==> src/rtl/riscv_pkg.sv <==
`default_nettype none
// ============================================================================
// Package     : riscv_pkg
// Description : Shared constants and types for the instruction-fetch stage:
//               datapath width, default reset PC, canonical NOP encoding, the
//               fetch-queue entry layout and the fetch control state encoding.
// Revision    : 1.0 - initial release
// ============================================================================
package riscv_pkg;

  localparam int XLEN = 32;

  localparam logic [XLEN-1:0] RESET_PC_DEFAULT = 32'h0000_0000;

  // addi x0, x0, 0 -- issued in place of a real word for misaligned targets
  localparam logic [31:0] NOP_INSTR = 32'h0000_0013;

  typedef struct packed {
    logic [XLEN-1:0] pc;
    logic [XLEN-1:0] pc_plus4;
    logic [31:0]     instr;
    logic            misalign;
  } fetch_entry_t;

  // RUN    : normal sequential fetching
  // MARKER : misaligned redirect taken; fault marker is enqueued this cycle
  // HALT   : marker delivered or pending in queue; no fetch until next redirect
  typedef enum logic [1:0] {
    ST_RUN    = 2'd0,
    ST_MARKER = 2'd1,
    ST_HALT   = 2'd2
  } fetch_state_t;

endpackage
`default_nettype wire

==> src/rtl/adder.sv <==
`default_nettype none
// ============================================================================
// Module      : adder
// Description : Generic ripple-free (behavioural) adder with carry in/out.
// Ports       : a, b  - operands (WIDTH)
//               cin   - carry in
//               sum   - a + b + cin, truncated to WIDTH
//               cout  - carry out of the top bit
// Revision    : 1.0 - initial release
// ============================================================================
module adder #(
  parameter int WIDTH = 32
) (
  input  logic [WIDTH-1:0] a,
  input  logic [WIDTH-1:0] b,
  input  logic             cin,
  output logic [WIDTH-1:0] sum,
  output logic             cout
);

  logic [WIDTH:0] full_sum;

  assign full_sum    = {1'b0, a} + {1'b0, b} + {{WIDTH{1'b0}}, cin};
  assign {cout, sum} = full_sum;

endmodule
`default_nettype wire

==> src/rtl/fetch_fifo.sv <==
`default_nettype none
// ============================================================================
// Module      : fetch_fifo
// Description : Two-entry queue of fetch entries between the fetch stage and
//               decode. Head entry is presented combinationally. Flush empties
//               the queue and takes priority over push and pop.
// Ports       : clk, rst_n        - clock, async active-low reset
//               push, push_data   - enqueue an entry (caller guarantees room)
//               pop               - dequeue head (ignored when empty)
//               flush             - discard all entries
//               head              - oldest entry
//               occ               - number of valid entries (0..2)
// Revision    : 1.0 - initial release
// ============================================================================
module fetch_fifo
  import riscv_pkg::*;
(
  input  logic         clk,
  input  logic         rst_n,
  input  logic         push,
  input  fetch_entry_t push_data,
  input  logic         pop,
  input  logic         flush,
  output fetch_entry_t head,
  output logic [1:0]   occ
);

  fetch_entry_t mem [2];
  logic         wr_ptr;
  logic         rd_ptr;
  logic [1:0]   count;
  logic         do_pop;

  assign do_pop = pop & (count != 2'd0);
  assign head   = mem[rd_ptr];
  assign occ    = count;

  always_ff @(posedge clk or negedge rst_n) begin
    if (!rst_n) begin
      for (int i = 0; i < 2; i++) begin
        mem[i] <= '0;
      end
      wr_ptr <= 1'b0;
      rd_ptr <= 1'b0;
      count  <= 2'd0;
    end else if (flush) begin
      wr_ptr <= 1'b0;
      rd_ptr <= 1'b0;
      count  <= 2'd0;
    end else begin
      if (push) begin
        mem[wr_ptr] <= push_data;
        wr_ptr      <= ~wr_ptr;
      end
      if (do_pop) begin
        rd_ptr <= ~rd_ptr;
      end
      count <= count + {1'b0, push} - {1'b0, do_pop};
    end
  end

endmodule
`default_nettype wire

==> src/rtl/pc_fetch_unit.sv <==
`default_nettype none
// ============================================================================
// Module      : pc_fetch_unit
// Description : Program counter and instruction fetch stage. Issues one read
//               per cycle to a synchronous instruction memory, buffers the
//               returned words in a 2-entry queue and hands them to decode
//               over a valid/ready handshake. Redirects from execute flush the
//               queue and discard any in-flight response. A misaligned
//               redirect target produces a single fault-marker entry and
//               halts fetching until the next redirect.
// Ports       : clk, rst_n                     - clock, async active-low reset
//               imem_en, imem_addr, imem_rdata - instruction memory port
//               redirect_valid, redirect_pc    - PC change request from execute
//               if_valid, if_ready             - handshake to decode
//               if_pc, if_pc_plus4, if_instr   - head entry contents
//               if_misalign                    - head is a misalign fault marker
// Revision    : 1.0 - initial release
// ============================================================================
module pc_fetch_unit
  import riscv_pkg::*;
#(
  parameter logic [XLEN-1:0] RESET_PC = RESET_PC_DEFAULT
) (
  input  logic            clk,
  input  logic            rst_n,
  output logic            imem_en,
  output logic [XLEN-1:0] imem_addr,
  input  logic [31:0]     imem_rdata,
  input  logic            redirect_valid,
  input  logic [XLEN-1:0] redirect_pc,
  output logic            if_valid,
  input  logic            if_ready,
  output logic [XLEN-1:0] if_pc,
  output logic [XLEN-1:0] if_pc_plus4,
  output logic [31:0]     if_instr,
  output logic            if_misalign
);

  fetch_state_t    state;
  logic [XLEN-1:0] pc;
  logic [XLEN-1:0] pc_plus4;
  logic [XLEN-1:0] req_pc;
  logic [XLEN-1:0] req_pc_plus4;
  logic            inflight;
  logic            pc_carry_unused;

  fetch_entry_t    head;
  fetch_entry_t    push_data;
  logic [1:0]      occ;
  logic            push;
  logic            pop;
  logic            handshake;
  logic            room;
  logic            redirect_misaligned;
  logic            resp_push;
  logic            marker_push;

  // --------------------------------------------------------------------------
  // Sequential PC increment; wraps modulo 2^XLEN, carry discarded
  // --------------------------------------------------------------------------
  adder #(
    .WIDTH (XLEN)
  ) u_pc_adder (
    .a    (pc),
    .b    (XLEN'(4)),
    .cin  (1'b0),
    .sum  (pc_plus4),
    .cout (pc_carry_unused)
  );

  // --------------------------------------------------------------------------
  // Issue control
  // --------------------------------------------------------------------------
  assign handshake           = if_valid & if_ready;
  assign redirect_misaligned = redirect_valid & (redirect_pc[1:0] != 2'b00);

  // Only issue when the queue can absorb every outstanding response, counting
  // the slot freed by a pop in this same cycle.
  assign room = ({1'b0, occ} + {2'b00, inflight}) < (3'd2 + {2'b00, handshake});

  assign imem_en   = rst_n & ~redirect_valid & (state == ST_RUN) & room;
  assign imem_addr = pc;

  // --------------------------------------------------------------------------
  // Queue push/pop. A redirect kills the in-flight response and any marker,
  // and a pop in the redirect cycle is meaningless since the queue flushes.
  // --------------------------------------------------------------------------
  assign resp_push   = inflight & ~redirect_valid;
  assign marker_push = (state == ST_MARKER) & ~redirect_valid;
  assign push        = resp_push | marker_push;
  assign pop         = handshake & ~redirect_valid;

  always_comb begin
    push_data = '0;
    if (marker_push) begin
      push_data.pc       = pc;
      push_data.pc_plus4 = pc_plus4;
      push_data.instr    = NOP_INSTR;
      push_data.misalign = 1'b1;
    end else begin
      push_data.pc       = req_pc;
      push_data.pc_plus4 = req_pc_plus4;
      push_data.instr    = imem_rdata;
      push_data.misalign = 1'b0;
    end
  end

  fetch_fifo u_fetch_fifo (
    .clk       (clk),
    .rst_n     (rst_n),
    .push      (push),
    .push_data (push_data),
    .pop       (pop),
    .flush     (redirect_valid),
    .head      (head),
    .occ       (occ)
  );

  // --------------------------------------------------------------------------
  // PC / request tracking / fetch control state
  // --------------------------------------------------------------------------
  always_ff @(posedge clk or negedge rst_n) begin
    if (!rst_n) begin
      state        <= ST_RUN;
      pc           <= RESET_PC;
      req_pc       <= '0;
      req_pc_plus4 <= '0;
      inflight     <= 1'b0;
    end else if (redirect_valid) begin
      pc       <= redirect_pc;
      inflight <= 1'b0;
      state    <= redirect_misaligned ? ST_MARKER : ST_RUN;
    end else begin
      inflight <= imem_en;
      if (imem_en) begin
        pc           <= pc_plus4;
        req_pc       <= pc;
        req_pc_plus4 <= pc_plus4;
      end
      case (state)
        ST_RUN:    state <= ST_RUN;
        ST_MARKER: state <= ST_HALT;
        ST_HALT:   state <= ST_HALT;
        default:   state <= ST_RUN;
      endcase
    end
  end

  // --------------------------------------------------------------------------
  // Decode-facing outputs
  // --------------------------------------------------------------------------
  assign if_valid    = (occ != 2'd0);
  assign if_pc       = head.pc;
  assign if_pc_plus4 = head.pc_plus4;
  assign if_instr    = head.instr;
  assign if_misalign = head.misalign & if_valid;

endmodule
`default_nettype wire
==> config.mk <==
export PLATFORM = sky130hd
export DESIGN_NAME = pc_fetch_unit
export DESIGN_NICKNAME = d
export VERILOG_FILES = /design/src/rtl/riscv_pkg.sv /design/src/rtl/adder.sv /design/src/rtl/fetch_fifo.sv /design/src/rtl/pc_fetch_unit.sv
export SDC_FILE = /design/constraint.sdc
export NUM_CORES = 1
export LEC_CHECK = 0
export ABC_AREA = 1
export CAP_MARGIN = 30
export CORE_MARGIN = 1.5
export CORE_UTILIZATION = 45
export DETAILED_ROUTE_END_ITERATION = 8
export GPL_TIMING_DRIVEN = 1
export MAX_ROUTING_LAYER = met4
export PLACE_DENSITY = 0.69
export SLEW_MARGIN = 5
export SYNTH_ARGS = -nofsm -noshare
export SYNTH_HDL_FRONTEND = slang
export SYNTH_SLANG_ARGS = --single-unit
==> constraint.sdc <==
create_clock -name clk -period 3.8 [get_ports clk]
set_input_delay 0.95 -clock clk [delete_from_list [all_inputs] [get_ports clk]]
set_output_delay 0.95 -clock clk [all_outputs]
set_load 0.05 [all_outputs]
==> flow_metrics.tcl <==
set metrics [dict create \
    setup_viol 0 \
    io_pins 199 \
    crit_arrival_ns 2.75 \
    cts_tree "yes" \
    clock.fmax_mhz 270.3 \
    rsz0062_at_grt "false" \
    finalPower_mw 13.65 \
    first_global_vias 11800 \
    first_iter_violations 1012 \
    ys_warn_count 0 \
    dr_total_vias 12480 \
    grt_first_pass_wirelength_mm 64.52 \
    die_h_microns 179.6 \
    core_sq_um 30670 \
    layout_commonest_cell "nand2_1" \
    synth-edff-count 0 \
    vias_per_cell 5.146 \
    r2r_slack_ns 1.55 \
    reg2reg_from "state[1]$_DFF_PN0_" \
    dpl.hpwl_mm 27.23 \
    netlist-cell-type-count 31 \
    ys_seq_area_share_pct 51.90 \
    power.density_nw_per_um2 786.1 \
    clockBufferDepth 3 \
    worstPathRequired_ns 2.85 \
    place.port_buffers 198 \
    reg2reg_depth 9 \
    die-area_sq_um 32250 \
    maxSlewHeadroom_pct 34.79 \
    p_leak_nw 8.635 \
    antenna_found_initial 0 \
    fin_area_sq_um 17370 \
    clkSinkCount 291 \
    hold_viol_final 0 \
    numCtsBuffers 31 \
    fin_nets 2080 \
    nFillCells 2844 \
    ys_async_sr_fraction_pct 100.0 \
    critPathLaunchType "flop" \
    drive_gt1_share_pct 7.541 \
    fin_setup_tns_ns 0 \
    worstMarginPinSlew_ns 0.9782 \
    critPathKind "flop to primary output" \
    grt_max_degree 141 \
    post_dp_cell_area_sq_um 16220 \
    min_period_over_period_pct 97.37 \
    area_growth_pct 23.76 \
    postSynthCellCount 1850 \
    reg2reg_to "u_fetch_fifo.mem[134]$_DFFE_PN0P_" \
    startpoint "u_fetch_fifo.rd_ptr$_DFFE_PN0P_" \
    die_w_microns 179.6 \
    first_pass_iters 6 \
    syn_nets 1925 \
    gp_congestion 0.8969 \
    htree_levels 1 \
    synth_area_sq_um 14030 \
    grt_overflow 0 \
    endpoint "if_pc_plus4[18]" \
    final_cell_mix "nand2_1, dfrtp_1, o21ai_0" \
    row_count 64 \
    yosys_most_used_dff "dfrtp_1" \
    clkLatencyLatePin_ns 0.56 \
    clockRootBuffer "clkbuf_16" \
    drt_wl_total_mm 40.06 \
    end_kind "primary output" \
    finClkSkew_ns 0.006475 \
    hold_class "primary input to async pin" \
    peakVddDrop_mv 0.6182 \
    post_drt_wl_per_cell_microns 16.52 \
    cap_violations 0 \
    cts-hold-fix-buffers 0 \
    track_usage_pct 25.53 \
    worstPathMaxFanout 32 \
    ctsResizeCount 0 \
    synth_seq_cells 291 \
    drc 0 \
    maxSlewViolCount 0 \
    status "finished clean" \
    period_needed_ns 3.700 \
    diodes 0 \
    clkTransAtPathRegs_ns 0.06 \
    post-cts-setup-buffers 0 \
    start_util_pct 45.75 \
    avgSynthCellArea_sq_um 7.584 \
    ant_nets 0 \
]
-- Yosys cell counts, types with 2 or more instances --
cell type	n	share of area [%]
nor2_1	72	1.9
o21ai_1	16	0.57
o211ai_1	14	0.75
nor2_2	2	0.089
buf_6	4	0.32
buf_1	9	0.24
nor2_4	7	0.56
o21ai_0	228	8.1
ha_1	7	0.62
buf_2	39	1.4
nor2_8	2	0.29
nand2_2	6	0.27
or2_1	2	0.089
dfrtp_1	291	52
nand2_1	803	21
nand3_1	106	3.8
xor2_1	7	0.44
clkbuf_2	2	0.071
buf_4	15	0.80
inv_2	6	0.16
inv_1	154	4.1
a21oi_1	3	0.11
or2_2	14	0.62
clkbuf_1	33	0.88
and2_1	2	0.089
-- registers in the layout, indices dropped and copies added, names as in the netlist --
name	cells
u_fetch_fifo.wr_ptr	1
req_pc_plus4	30
imem_addr	32
req_pc	32
u_fetch_fifo.rd_ptr	1
inflight	1
u_fetch_fifo.occ	2
u_fetch_fifo.mem	190
state	2
-- how the worst min path moves through the flow --
| stage | slack (ns) | end |
|---|---|---|
| finish | 0.25 | u_fetch_fifo.mem[74]$_DFFE_PN0P_ |
| global route | 0.26 | u_fetch_fifo.mem[74]$_DFFE_PN0P_ |
| CTS | 0.25 | u_fetch_fifo.mem[74]$_DFFE_PN0P_ |
| detailed placement | 0.46 | u_fetch_fifo.mem[32]$_DFFE_PN0P_ |
| global placement | 0.45 | u_fetch_fifo.mem[6]$_DFFE_PN0P_ |
| floorplan | 0.44 | req_pc_plus4[19]$_DFFE_PN0P_ |
-- cell families (layout without fill, tap and decap cells) --
group | after synthesis | after routing | share of synthesized area [%]
AND/OR/NAND/NOR | 1019 | 1019 | 29.36
XOR/XNOR | 8 | 8 | 0.4994
adder cells (fa/ha/maj) | 7 | 7 | 0.6242
buffers and inverters | 264 | 443 | 8.061
AO/OA/AOI/OAI | 261 | 261 | 9.559
flip-flops | 291 | 291 | 51.90
-- per-layer routing --
layer / global-route usage [%] / wire length (microns) / vias up / share of wire [%]
li1: - / - / 6070 / -
met1: 34.63 / 17820 / 5900 / 44
met2: 39.34 / 18260 / 432 / 46
met3: 3.829 / 2665 / 78 / 6.7
met4: 8.533 / 1312 / 0 / 3.3
met5: - / 0 / - / 0
-- critical path: stages, from the launching register on --
cell and delay, ns:
dfrtp_4 0.64, buf_4 0.30, o21ai_0 0.36, clkdlybuf4s50_1 0.87
-- area by class of cell --
type / count / area [sq um] / share of cell area (%)
flip-flops and latches: 291 / 7286 / 41.96
multi-input cells: 1295 / 5618 / 32.35
repair buffers: 224 / 2237 / 12.88
clock buffers: 44 / 894.6 / 5.152
inverters: 162 / 610.6 / 3.516
well taps: 396 / 495.5 / 2.853
clock inverters: 13 / 224.0 / 1.290
-- metrics by stage --
step | std cells | utilization (%) | worst slack (ns) | hold WS, ns
after floorplan | 1850 | - | 0.5908 | 0.4416
after global placement | 2367 | 52.88 | 0.7239 | 0.4533
after detailed placement | 2367 | 52.88 | 0.7171 | 0.4586
after CTS | 2424 | 56.53 | 0.1280 | 0.2471
after global routing | 2425 | 56.62 | 0.08107 | 0.2611
final | 2425 | 56.62 | 0.09985 | 0.2535
-- power by group --
group          total [mW]  switching, mW  internal (mW)  leakage [nW]
clock network        3.30           1.26           2.04         0.545
logic                5.49           3.75           1.74          4.41
registers            4.87          0.618           4.25          3.68
Note: power is estimated with default switching activity, not from simulation.
